### src/rtl/vga_timing_pkg.sv
// Shared types and default 640x480@60 raster constants for the VGA timing generator.
package vga_timing_pkg;

    typedef enum logic [1:0] {
        PH_ACTIVE = 2'd0,
        PH_FRONT  = 2'd1,
        PH_SYNC   = 2'd2,
        PH_BACK   = 2'd3
    } phase_e;

    // Defaults match the 25.175 MHz pixel rate produced by the NCO.
    localparam int H_ACTIVE_DEF = 640;
    localparam int H_FP_DEF     = 16;
    localparam int H_SYNC_DEF   = 96;
    localparam int H_BP_DEF     = 48;
    localparam int V_ACTIVE_DEF = 480;
    localparam int V_FP_DEF     = 10;
    localparam int V_SYNC_DEF   = 2;
    localparam int V_BP_DEF     = 33;
    localparam bit HS_POL_DEF   = 1'b0;
    localparam bit VS_POL_DEF   = 1'b0;

endpackage

### src/rtl/vga_axis_counter.sv
// One raster axis: position counter plus ACTIVE/FRONT/SYNC/BACK phase FSM and registered sync.
module vga_axis_counter
    import vga_timing_pkg::*;
#(
    parameter int ACTIVE = H_ACTIVE_DEF,
    parameter int FP     = H_FP_DEF,
    parameter int SYNC   = H_SYNC_DEF,
    parameter int BP     = H_BP_DEF,
    parameter bit POL    = 1'b0,
    localparam int TOTAL = ACTIVE + FP + SYNC + BP,
    localparam int CW    = $clog2(TOTAL)
) (
    input  logic          clk,
    input  logic          rst_n,
    input  logic          step,
    output logic [CW-1:0] next_count,
    output phase_e        next_phase,
    output logic          sync,
    output logic          wrap
);

    logic [CW-1:0] count;
    phase_e        phase;
    logic          sync_next;

    // Reset parks the axis on its last position so the first step lands on 0.
    always_ff @(posedge clk or negedge rst_n) begin
        if (!rst_n) begin
            count <= CW'(TOTAL - 1);
            phase <= PH_BACK;
            sync  <= ~POL;
        end else if (step) begin
            count <= next_count;
            phase <= next_phase;
            sync  <= sync_next;
        end
    end

    always_comb begin
        wrap       = step && (count == CW'(TOTAL - 1));
        next_count = count;
        next_phase = phase;
        if (step) begin
            next_count = wrap ? '0 : count + CW'(1);
            if (next_count == CW'(ACTIVE + FP + SYNC))
                next_phase = PH_BACK;
            else if (next_count == CW'(ACTIVE + FP))
                next_phase = PH_SYNC;
            else if (next_count == CW'(ACTIVE))
                next_phase = PH_FRONT;
            else if (next_count == '0)
                next_phase = PH_ACTIVE;
        end
    end

    always_comb begin
        sync_next = (next_phase == PH_SYNC) ? POL : ~POL;
    end

endmodule

### src/rtl/vga_timing_gen.sv
// VGA raster timing generator stepped by the NCO pixel enable.
// Optional completed-frame counter enabled by defining VGA_TIMING_FRAME_CNT_EN.
module vga_timing_gen
    import vga_timing_pkg::*;
#(
    parameter int H_ACTIVE = H_ACTIVE_DEF,
    parameter int H_FP     = H_FP_DEF,
    parameter int H_SYNC   = H_SYNC_DEF,
    parameter int H_BP     = H_BP_DEF,
    parameter int V_ACTIVE = V_ACTIVE_DEF,
    parameter int V_FP     = V_FP_DEF,
    parameter int V_SYNC   = V_SYNC_DEF,
    parameter int V_BP     = V_BP_DEF,
    parameter bit HS_POL   = HS_POL_DEF,
    parameter bit VS_POL   = VS_POL_DEF,
    localparam int XW = $clog2(H_ACTIVE),
    localparam int YW = $clog2(V_ACTIVE),
    localparam int HW = $clog2(H_ACTIVE + H_FP + H_SYNC + H_BP),
    localparam int VW = $clog2(V_ACTIVE + V_FP + V_SYNC + V_BP)
) (
    input  logic          clk,
    input  logic          rst_n,
    input  logic          pix_en,
    output logic          hsync,
    output logic          vsync,
    output logic          de,
    output logic [XW-1:0] x,
    output logic [YW-1:0] y,
    output logic          line_start,
    output logic          frame_start,
    output logic [15:0]   frame_cnt
);

    logic [HW-1:0] h_next;
    logic [VW-1:0] v_next;
    phase_e        h_phase_next;
    phase_e        v_phase_next;
    logic          h_wrap;
    logic          v_wrap;
    logic          de_next;

    vga_axis_counter #(
        .ACTIVE(H_ACTIVE), .FP(H_FP), .SYNC(H_SYNC), .BP(H_BP), .POL(HS_POL)
    ) u_h (
        .clk(clk), .rst_n(rst_n), .step(pix_en),
        .next_count(h_next), .next_phase(h_phase_next),
        .sync(hsync), .wrap(h_wrap)
    );

    vga_axis_counter #(
        .ACTIVE(V_ACTIVE), .FP(V_FP), .SYNC(V_SYNC), .BP(V_BP), .POL(VS_POL)
    ) u_v (
        .clk(clk), .rst_n(rst_n), .step(h_wrap & pix_en),
        .next_count(v_next), .next_phase(v_phase_next),
        .sync(vsync), .wrap(v_wrap)
    );

    always_comb begin
        de_next = (h_phase_next == PH_ACTIVE) && (v_phase_next == PH_ACTIVE);
    end

    // Outputs are taken from the next-state position so they line up with the counters.
    always_ff @(posedge clk or negedge rst_n) begin
        if (!rst_n) begin
            de          <= 1'b0;
            x           <= '0;
            y           <= '0;
            line_start  <= 1'b0;
            frame_start <= 1'b0;
        end else if (pix_en) begin
            de          <= de_next;
            x           <= de_next ? XW'(h_next) : '0;
            y           <= de_next ? YW'(v_next) : '0;
            line_start  <= h_wrap;
            frame_start <= v_wrap;
        end else begin
            line_start  <= 1'b0;
            frame_start <= 1'b0;
        end
    end

`ifdef VGA_TIMING_FRAME_CNT_EN
    logic [15:0] frame_cnt_q;

    always_ff @(posedge clk or negedge rst_n) begin
        if (!rst_n)
            frame_cnt_q <= '0;
        else if (pix_en && v_wrap)
            frame_cnt_q <= frame_cnt_q + 16'd1;
    end

    assign frame_cnt = frame_cnt_q;
`else
    assign frame_cnt = '0;
`endif

endmodule
### config.mk
export PLATFORM = sky130hd
export DESIGN_NAME = vga_timing_gen
export DESIGN_NICKNAME = d
export VERILOG_FILES = /design/src/rtl/vga_timing_pkg.sv /design/src/rtl/vga_axis_counter.sv /design/src/rtl/vga_timing_gen.sv
export SDC_FILE = /design/constraint.sdc
export NUM_CORES = 1
export LEC_CHECK = 0
export CAP_MARGIN = 20
export CORE_ASPECT_RATIO = 0.5
export CORE_MARGIN = 2
export CORE_UTILIZATION = 50
export CTS_CLUSTER_DIAMETER = 100
export DETAILED_ROUTE_END_ITERATION = 16
export PLACE_DENSITY = 0.72
export SYNTH_ARGS = -nofsm -noshare
export SYNTH_HDL_FRONTEND = slang
export SYNTH_SLANG_ARGS = --single-unit
### constraint.sdc
create_clock -name clk -period 3.57 [get_ports clk]
set_clock_uncertainty 0.15 [all_clocks]
set_input_delay 0.714 -clock clk [delete_from_list [all_inputs] [get_ports clk]]
set_output_delay 0.714 -clock clk [all_outputs]
set_load 0.01 [all_outputs]
# == Yosys cells after proc, flatten, opt, wreduce, memory -nomap -nowiden ==
# Index checks and enable logic that the tools add are counted.
# W data, S select, Z words.
# totals
reg_bits,48
inputBits,3
output_inout_bits,40
wordCells,50
# op_classes
addsub,2
eq_ne,10
n_mux,19
n_bitwise,1
n_reduce_logical,7
# op_table
op,count
$eq A10 B10 Y1 const B,5
$eq A10 B9 Y1 const B,3
$mux W10,3
$add A10 B1 Y10 const B,2
$logic_not A10 Y1,2
$mux W2,10
$mux W9,2
$eq A2 B2 Y1 const B,2
$logic_not A2 Y1,2
$mux W1,4
$logic_and A1 B1 Y1,3
$and A1 B1 Y1,1

# == Depth between registers and ports, before layout ==
# Gate-level depths: netlist of run 1.
# logic_depth
ltp_word,14
ltp_mapped,12
depth_no_buf,10

# == Modules after synthesis ==
# Synthesis of run 1 repeated with hierarchy kept, for this count alone.
# hier_totals
hier_cells,351
hier_area_um2,3413.3
# modules_own_cells
mod,n_inst,cells_each,area_each_um2,seq_area_each_um2
vga_axis_counter (u_h),1,139,1258.7,337.8
vga_axis_counter (u_v),1,125,1104.8,332.8
vga_timing_gen,1,87,1049.8,550.5

# == Worst setup path before layout of run 1 ==
# OpenSTA, ideal clock, no wires.
# synth_path
path_type,register to register
from,register u_h.count[0]
to,register x[3]
arrival_ns,2.700
t_required_ns,3.340
setup_slack_ns,0.640
stages_incl_launch_ff,10
path_buffers,0
synth_period_minus_slack_ns,2.930
cell_sequence,dfstp_2 > ha_1 > nand4_1 > xnor2_1 > o311a_1 > or3_1 > o22ai_1 > nand2_1 > or4_1 > o22ai_2
# synth_between
elab_chain_len,14
elab_cells_between_ends,29
classes_between,add/sub (1); eq/ne (7); mux (13); bitwise (1); reduce/logical (7)
# synth_lines
item,line,source
start: declaration,vga_axis_counter.sv:22,logic [CW-1:0] count;
start signal: assignment,vga_axis_counter.sv:29,count <= CW'(TOTAL - 1);
start signal: assignment,vga_axis_counter.sv:33,count <= next_count;
"parallel branches: the longest is 13 deep, another holds $add A10 B1 Y10",-,
$mux W10 *,vga_timing_gen.sv:72,x <= de_next ? XW'(h_next) : '0;
end signal: assignment,vga_timing_gen.sv:72,
end: declaration,vga_timing_gen.sv:27,"output logic [XW-1:0] x,"
# Mark *: on every way between the ends.
# A chain may end at the register's enable or synchronous reset.

# == Worst setup path in the final report of run 1 ==
# Same ends and word-level chain as after synthesis.

==> results.sh, run 1 <==
export IMPL_outcome="finished clean"
export IMPL_viasPerCell=5.50
export IMPL_finalHoldViolCount=0
export IMPL_firstDrtPassIters=4
export IMPL_p_leak_nw=1.34
export IMPL_grt_pass1_vias=2325
export IMPL_cts_resized=0
export IMPL_power_density_nw_per_um2=520
export IMPL_cts_tree="yes"
export IMPL_final_cell_mix="nand2_1 (37), inv_1 (32), dfrtp_1 (32)"
export IMPL_antenna_found_initial=0
export IMPL_yosysWarnings=0
export IMPL_grtUsageTotal_pct=20.5
export IMPL_crit_type="reg -> reg"
export IMPL_numCtsBuffers=5
export IMPL_setup_violations=0
export IMPL_cts_root_buf="clkbuf_16"
export IMPL_die_height_um=59.7
export IMPL_register_area_um2=1220
export IMPL_grt_overflow=0
export IMPL_grt_max_degree=47
export IMPL_synth_xor_area_share_pct=5.36
export IMPL_cp_buffers_inverters=0
export IMPL_core_um2=6030
export IMPL_critPathArrivalTime_ns=3.42
export IMPL_io_buffers=26
export IMPL_slowest_stage="dfstp_2"
export IMPL_synth_compound_area_share_pct=16.0
export IMPL_fill_cells=523
export IMPL_r2r_slack_ns=0.21
export IMPL_synth_edf_count=0
export IMPL_multi_input_area_um2=1550
export IMPL_synth_distinct_cells=63
export IMPL_worstSetupStartpointType="register"
export IMPL_synthAdderAreaFrac_pct=1.21
export IMPL_post_cts_buffers=0
export IMPL_worstSetupEndpointType="register"
export IMPL_drive_above_1_share_pct=14.2
export IMPL_avgSynthCellArea_um2=8.84
export IMPL_ios=43
export IMPL_dp_hpwl_mm=4.73
export IMPL_rows=20
export IMPL_fin_nets=377
export IMPL_grt_pass1_wl_mm=11.1
export IMPL_period_needed_ns=3.36
export IMPL_dieArea_um2=6890
export IMPL_gp_congestion=0.852
export IMPL_drt_iter0_drc=162
export IMPL_synthMuxAreaShare_pct=1.77
export IMPL_rsz0062_at_grt="false"
export IMPL_slew_viol_final=0
export IMPL_yosys_area_share_simple_pct=23.7
export IMPL_htree_levels=2
export IMPL_antenna_cells=0
export IMPL_drv_cap=0
export IMPL_async_flop_share_pct=100
export IMPL_worst_pin_slew_ns=0.594
export IMPL_tns_ns=0
export IMPL_ys_ff_latch=48
export IMPL_cts_hold_buf=0
export IMPL_path_cells="ha_1 -> nand4_1 -> xnor2_1 -> o311a_1 -> or3_1 -> o22ai_1 -> nand2_1 -> or4_1 -> o22ai_2"
export IMPL_layout_commonest_cell="nand2_1"
export IMPL_hold_class="in -> async"
export IMPL_vias=2530
export IMPL_wl_mm=6.66
export IMPL_die_x_um=115
export IMPL_synth_area_um2=3100
export IMPL_clk_pin_slew_ns=0.07
export IMPL_area_growth_pct=12.5
export IMPL_routedWlPerCell_um=14.5
export IMPL_required_ns=3.64
export IMPL_relSlewSlack_pct=59.9
export IMPL_slowest_delay_ns=0.63
export IMPL_synth_ff_type="dfrtp_1"
export IMPL_clk_path_buf_depth=2
export IMPL_cp_top_family="simple AND/OR/NAND/NOR gates"
export IMPL_seq_area_frac_synth_pct=39.4
export IMPL_worstSkewPairLatency_ns=0.29
export IMPL_fin_crit_sh_pct=94.0
export IMPL_start_util_pct=51.5
export IMPL_vdd_drop_max_v=0.000244
export IMPL_cts_num_sinks=48
export IMPL_drc=0
export IMPL_synth_top_family_by_area="simple AND/OR/NAND/NOR gates"
export IMPL_cp_max_fo=7
export IMPL_max_freq_ghz=0.298
export IMPL_setup_slack_ns=0.213
export IMPL_pre_cts_ws_ns=0.111
export IMPL_ant_nets=0
export IMPL_synth_cells=351
## synthesized netlist by cell type (2+ instances only)
cell type / number / area [µm²]
nand3_1: 18 / 90.1
dfstp_2: 16 / 420
nand2_1: 37 / 139
o31ai_1: 5 / 37.5
buf_4: 16 / 120
ha_1: 3 / 37.5
mux2_2: 4 / 45.0
nor2b_1: 2 / 12.5
dfrtp_1: 32 / 801
buf_6: 3 / 33.8
o21a_1: 2 / 15.0
xnor2_1: 11 / 96.3
or4_1: 6 / 45.0
clkbuf_8: 5 / 68.8
o22ai_2: 2 / 25.0
xor2_1: 8 / 70.1
nand3b_1: 2 / 15.0
nor2_1: 20 / 75.1
a31oi_1: 3 / 18.8
or3_1: 2 / 12.5
nor4_1: 2 / 12.5
clkbuf_1: 11 / 41.3
and2_2: 2 / 15.0
inv_1: 32 / 120
o22ai_1: 21 / 131
nor3_1: 10 / 50.1
nand4_1: 8 / 50.1
nand2b_1: 5 / 31.3
a21oi_1: 14 / 70.1
o21ai_0: 14 / 70.1
and2_1: 3 / 18.8
## worst paths after layout
kind | to | from | depth (start not counted)
max reg2reg | x[3] | u_h.count[0] | 9
max | x[3] | u_h.count[0] | 9
min reg2reg | u_h.phase[1] | u_h.phase[1] | 2
min | u_v.count[1] | rst_n | 1
max in group asynchronous | u_h.count[8] | rst_n | 2
min in group clk | u_h.phase[1] | u_h.phase[1] | 2
## final cells by class
cell class | count | share of cell area [%]
Inverter | 32 | 3.44
Sequential cell | 48 | 35.0
Tap cell | 88 | 3.15
Clock buffer | 6 | 3.69
Multi-Input combinational cell | 250 | 44.4
Clock inverter | 2 | 1.00
Timing Repair Buffer | 34 | 9.39
## power by group
part	total, W	switching [W]	internal, W
Sequential	0.000795	0.000148	0.000648
Combinational	0.000491	0.000267	0.000224
Clock	0.000531	0.000201	0.000330
Total	0.00182	0.000616	0.00120
## state kept, by name, indices dropped and copies added, names as in the netlist
name         cells
u_v.sync         1
u_h.sync         1
frame_start      1
x               10
de               1
u_h.phase        2
line_start       1
u_v.phase        2
y                9
u_h.count       10
u_v.count       10
## routing by layer
metal  GRT usage (%)  up-vias  wire, µm
met2            36.2       70      3300
met1            27.0     1217      2990
met3            3.75        7       317
met5               0        -         0
li1                -     1236         -
met4            4.13        0        57
## worst register-to-register path: cells and delay by family (launching register included)
family | cells | cell delay (ns)
AND/OR/NAND/NOR | 4 | 1.28
AO/OA/AOI/OAI | 3 | 0.68
flip-flops | 1 | 0.63
adder cells (fa/ha/maj) | 1 | 0.31
XOR/XNOR | 1 | 0.23
## stage by stage
step | total power [W] | instance area (µm²) | hold WS, ns | cells | utilization, %
6_report | 0.00182 | 3490 | 0.205 | 460 | 57.9
2_1_floorplan | 0.00121 | 3160 | 0.268 | 366 | -
3_3_place_gp | 0.00127 | 3310 | 0.328 | 451 | 54.9
4_1_cts | 0.00182 | 3470 | 0.341 | 459 | 57.6
5_1_grt | 0.00193 | 3490 | 0.226 | 460 | 57.9
3_5_place_dp | 0.00128 | 3310 | 0.329 | 451 | 54.9
## cells by family after synthesis
family | count (synthesis)
and+or+nand+nor | 132
muxes | 5
xor gates and xnor gates | 19
buffers and inverters | 68
other | 1
AOI/OAI and AO/OA | 75
DFF | 48
adders and majority gates | 3
(Power assumes the default switching activity.)
==> inputs of run 2 (changes only) <==
Settings changed: PLACE_DENSITY 0.72 to unset, PLACE_DENSITY_LB_ADDON set to 0.12.
==> run 2 against run 1 <==
Net effect: non-clock buffer count grew 2; largest power group unchanged; cell count grew 0.43%; clock power shrank 9.6%; via count shrank 0.83%; core utilization is the same; hold slack lost 0.021 ns; sequential power shrank 0.5%.
==> results.sh, run 2 (synthesis gave the netlist of run 1 again) <==
export IMPL_outcome="finished clean"
export IMPL_io_buffers=26
export IMPL_die_height_um=59.7
export IMPL_ios=43
export IMPL_period_needed_ns=3.23
export IMPL_antenna_found_initial=0
export IMPL_path_cells="ha_1 -> nand4_1 -> xnor2_1 -> o311a_1 -> or3_1 -> o22ai_1 -> and2_2 -> nand4_1 -> o22ai_1"
export IMPL_p_switching_w=0.000605
export IMPL_hold_ws_ns=0.183
export IMPL_rows=20
export IMPL_timing_rr_start="u_h.count[0]"
export IMPL_routedWlPerCell_um=14.0
export IMPL_cts_root_buf="clkbuf_16"
export IMPL_combPwrFrac_pct=27.7
export IMPL_drive_above_1_share_pct=15.0
export IMPL_htree_levels=2
export IMPL_reg_largest_list="u_h.count (10), u_v.count (10), x (10)"
export IMPL_tns_ns=0
export IMPL_required_ns=3.62
export IMPL_core_um2=6030
export IMPL_numCtsBuffers=5
export IMPL_gp_congestion=0.849
export IMPL_grtUsageTotal_pct=20.2
export IMPL_fin_nets=379
export IMPL_r2r_slack_ns=0.34
export IMPL_grt_max_degree=46
export IMPL_post_cts_buffers=0
export IMPL_rsz0062_at_grt="false"
export IMPL_pwr_share_seq_pct=45.0
export IMPL_cts_tree="yes"
export IMPL_r2r_end="y[5]"
export IMPL_p_leak_nw=1.34
export IMPL_grt_overflow=0
export IMPL_cts_hold_buf=0
export IMPL_vias=2509
export IMPL_area_growth_pct=12.5
export IMPL_clk_pin_slew_ns=0.07
export IMPL_ant_nets=0
export IMPL_stdcell_count=462
export IMPL_worstSkewPairLatency_ns=0.29
export IMPL_final_cell_mix="nand2_1 (37), inv_1 (32), dfrtp_1 (32)"
export IMPL_p_int_w=0.00115
export IMPL_dieArea_um2=6890
export IMPL_worst_pin_slew_ns=0.604
export IMPL_drv_cap=0
export IMPL_slew_viol_final=0
export IMPL_die_x_um=115
export IMPL_p_sw_share_pct=34.4
export IMPL_drc=0
export IMPL_finalHoldViolCount=0
export IMPL_power_density_nw_per_um2=503
export IMPL_viasPerCell=5.43
export IMPL_slowest_stage="dfstp_2"
export IMPL_max_freq_ghz=0.310
export IMPL_start_util_pct=51.5
export IMPL_drt_iter0_drc=137
export IMPL_wl_mm=6.46
export IMPL_total_power_w=0.00176
export IMPL_startpoint="u_h.count[0]"
export IMPL_grt_pass1_wl_mm=10.6
export IMPL_cts_resized=0
export IMPL_pwr_share_clk_pct=27.3
export IMPL_setup_violations=0
export IMPL_dp_cells=453
export IMPL_grt_pass1_vias=2212
export IMPL_slowest_delay_ns=0.63
export IMPL_critPathArrivalTime_ns=3.28
export IMPL_fin_crit_sh_pct=90.4
export IMPL_antenna_cells=0
export IMPL_cts_num_sinks=48
export IMPL_worstSetupEndpointType="register"
export IMPL_dp_hpwl_mm=4.61
export IMPL_firstDrtPassIters=4
export IMPL_worstSetupStartpointType="register"
export IMPL_layout_commonest_cell="nand2_1"
export IMPL_clk_path_buf_depth=2
export IMPL_crit_type="reg -> reg"
export IMPL_cp_max_fo=8
export IMPL_vdd_drop_max_v=0.000206
export IMPL_r2r_cells=9
export IMPL_relSlewSlack_pct=59.2
export IMPL_hold_class="in -> async"
## run 2: cell count changes in the layout (fill, tap and decap cells not counted), sizes merged
cell,previous run,this run
buf,9,11
clkinv,1,2
bufinv,1,0
## run 2: layer usage
layer	GRT usage, %	up-vias	share of wire, %
li1	-	1241	-
met1	27.4	1195	48
met2	32.3	64	46
met3	4.56	9	4.4
met4	7.40	0	1.4
met5	0	-	0
## run 2: critical path, delay by kind of cell, from the launching register on
kind	cells	cell delay (ns)
adder cells (fa/ha/maj)	1	0.21
AO/OA/AOI/OAI	3	0.80
flip-flops	1	0.63
XOR/XNOR	1	0.23
AND/OR/NAND/NOR	4	1.12
## run 2: per-stage QoR
| step | util [%] | setup slack, ns | cell area (µm²) |
|---|---|---|---|
| detailed placement | 55.1 | 0.102 | 3320 |
| global placement | 55.1 | 0.167 | 3320 |
| CTS | 57.6 | 0.362 | 3470 |
| finish | 57.9 | 0.343 | 3490 |
| global route | 57.9 | 0.0589 | 3490 |
| floorplan | - | 0.640 | 3160 |
## run 2: worst max path at each step
stage / to / slack (ns)
after floorplan: x[3] / 0.64
after global placement: x[3] / 0.17
after detailed placement: y[5] / 0.10
after CTS: x[3] / 0.36
after global routing: de / 0.06
final: y[5] / 0.34
## run 2: area by class of cell
class                      instances  area, µm²
fill                             535       2540
clock buffer                       6        139
tap                               88        110
clock inverter                     2       10.0
multi-input combinational        250       1550
sequential                        48       1220
timing repair buffer              36        343
inverter                          32        120
## run 2: power by group through the flow
stage	sequential, W	combinational (W)	clock (W)
3_3_place_gp	0.000798	0.000473	0
3_5_place_dp	0.000800	0.000482	0
6_report	0.000791	0.000487	0.000480
2_1_floorplan	0.000716	0.000491	0
4_1_cts	0.000790	0.000485	0.000488
5_1_grt	0.000807	0.000544	0.000511
==> inputs of run 3 (changes only) <==
Settings changed: PLACE_DENSITY set to 0.85, PLACE_DENSITY_LB_ADDON 0.12 to unset.
==> run 3 against run 2 <==
Net effect: cell area is 0.86% lower; register-to-register slack worse by 0.09 ns; sequential power hardly changed; critical path depth stayed put; via count is 1.1% lower; setup slack worse by 0.089 ns; clock-buffer cell count stayed put; total power is 0.13% higher; die area stayed put; global-route usage hardly changed; sequential cell count stayed put; critical path type unchanged; critical endpoint is now y[7].
==> results.sh, run 3 (synthesis gave the netlist of run 1 again) <==
export IMPL_outcome="finished clean"
export IMPL_worst_pin_slew_ns=0.664
export IMPL_worstSetupEndpointType="register"
export IMPL_viasPerCell=5.41
export IMPL_finalHoldViolCount=0
export IMPL_post_cts_buffers=0
export IMPL_start_util_pct=51.5
export IMPL_pwr_share_clk_pct=27.5
export IMPL_grt_pass1_vias=2324
export IMPL_cts_tree="yes"
export IMPL_antenna_found_initial=0
export IMPL_p_sw_share_pct=34.8
export IMPL_hold_ws_ns=0.216
export IMPL_firstDrtPassIters=4
export IMPL_drive_above_1_share_pct=14.3
export IMPL_final_cell_mix="nand2_1 (37), inv_1 (32), dfrtp_1 (32)"
export IMPL_grt_max_degree=41
export IMPL_pwr_share_seq_pct=45.0
export IMPL_drv_cap=0
export IMPL_tns_ns=0
export IMPL_combPwrFrac_pct=27.4
export IMPL_grtUsageTotal_pct=20.2
export IMPL_max_freq_ghz=0.302
export IMPL_hold_class="in -> async"
export IMPL_register_area_um2=1220
export IMPL_numCtsBuffers=5
export IMPL_vdd_drop_max_v=0.000228
export IMPL_die_x_um=115
export IMPL_relSlewSlack_pct=55.2
export IMPL_fill_cells=529
export IMPL_cp_max_fo=8
export IMPL_power_density_nw_per_um2=508
export IMPL_critPathArrivalTime_ns=3.37
export IMPL_grt_overflow=0
export IMPL_p_leak_nw=1.32
export IMPL_p_switching_w=0.000613
export IMPL_wl_mm=6.42
export IMPL_rows=20
export IMPL_area_growth_pct=11.6
export IMPL_clk_pin_slew_ns=0.07
export IMPL_reg_largest_list="u_h.count (10), u_v.count (10), x (10)"
export IMPL_crit_type="reg -> reg"
export IMPL_routedWlPerCell_um=14.0
export IMPL_worstSetupStartpointType="register"
export IMPL_p_int_w=0.00115
export IMPL_antenna_cells=0
export IMPL_grt_pass1_wl_mm=10.8
export IMPL_cts_root_buf="clkbuf_16"
export IMPL_ant_nets=0
export IMPL_core_um2=6030
export IMPL_worstSkewPairLatency_ns=0.29
export IMPL_drt_iter0_drc=125
export IMPL_io_buffers=26
export IMPL_gp_congestion=0.918
export IMPL_vias=2481
export IMPL_fin_crit_sh_pct=92.9
export IMPL_total_power_w=0.00176
export IMPL_dieArea_um2=6890
export IMPL_layout_commonest_cell="nand2_1"
export IMPL_fin_nets=376
export IMPL_cts_resized=0
export IMPL_setup_violations=0
export IMPL_rsz0062_at_grt="false"
export IMPL_slew_viol_final=0
export IMPL_period_needed_ns=3.32
export IMPL_cts_num_sinks=48
export IMPL_die_height_um=59.7
export IMPL_cts_hold_buf=0
export IMPL_postLayoutCoreUtil_pct=57.4
export IMPL_htree_levels=2
export IMPL_required_ns=3.62
export IMPL_drc=0
export IMPL_setup_slack_ns=0.254
export IMPL_dp_hpwl_mm=4.40
export IMPL_multi_input_area_um2=1550
export IMPL_clk_path_buf_depth=2
export IMPL_pre_cts_ws_ns=0.123
export IMPL_ios=43
## run 3: cell types whose count changed in the layout (fill, tap and decap cells not counted)
cell        change
buf_12          -1
clkinv_2        -2
clkinvlp_4      +2
buf_4           -2
## run 3: cell type report
type                    instances  share of cell area (%)
clock buffers                   6                    4.01
clock inverters                 2                   0.434
inverters                      32                    3.47
multi-input cells             250                    44.7
flip-flops and latches         48                    35.3
well taps                      88                    3.18
repair buffers                 33                    8.89
## run 3: through the flow
step | std cells | instance area [µm²]
after floorplan | 366 | 3160
after CTS | 459 | 3460
after detailed placement | 451 | 3310
after global placement | 451 | 3310
after global routing | 459 | 3460
final | 459 | 3460
## run 3: power groups by stage
| stage | Sequential, W | Combinational, W | Clock, W |
|---|---|---|---|
| after floorplan | 0.000716 | 0.000491 | 0 |
| after detailed placement | 0.000798 | 0.000470 | 0 |
| after global placement | 0.000797 | 0.000465 | 0 |
| after global routing | 0.000808 | 0.000539 | 0.000517 |
| after CTS | 0.000789 | 0.000483 | 0.000489 |
| final | 0.000792 | 0.000483 | 0.000485 |
## run 3: critical path: stages (launching register included)
cell and delay (ns):
dfstp_2 0.61, ha_1 0.30, nand4_1 0.24, xnor2_1 0.21, o311a_1 0.35, or3_1 0.32, o22ai_1 0.23, and2_2 0.22
nand4_1 0.34, o22ai_1 0.25
## run 3: metal layers
metal  GRT usage (%)  vias to the layer above  wire length, µm
met2            32.3                       62             3040
met4            7.57                        0              114
li1                -                     1235                -
met3            4.87                       13              261
met5               0                        -                0
met1            27.1                     1171             3010
## run 3: final timing paths
kind | from | cells after the start | slack (ns) | endpoint
max | u_h.count[0] | 9 | 0.25 | y[7]
min | rst_n | 1 | 0.22 | u_v.count[0]
max reg2reg | u_h.count[0] | 9 | 0.25 | y[7]
min reg2reg | u_h.phase[0] | 2 | 0.34 | u_h.phase[0]
max in group asynchronous | rst_n | 2 | 2.29 | u_h.phase[1]
min in group clk | u_h.phase[0] | 2 | 0.34 | u_h.phase[0]
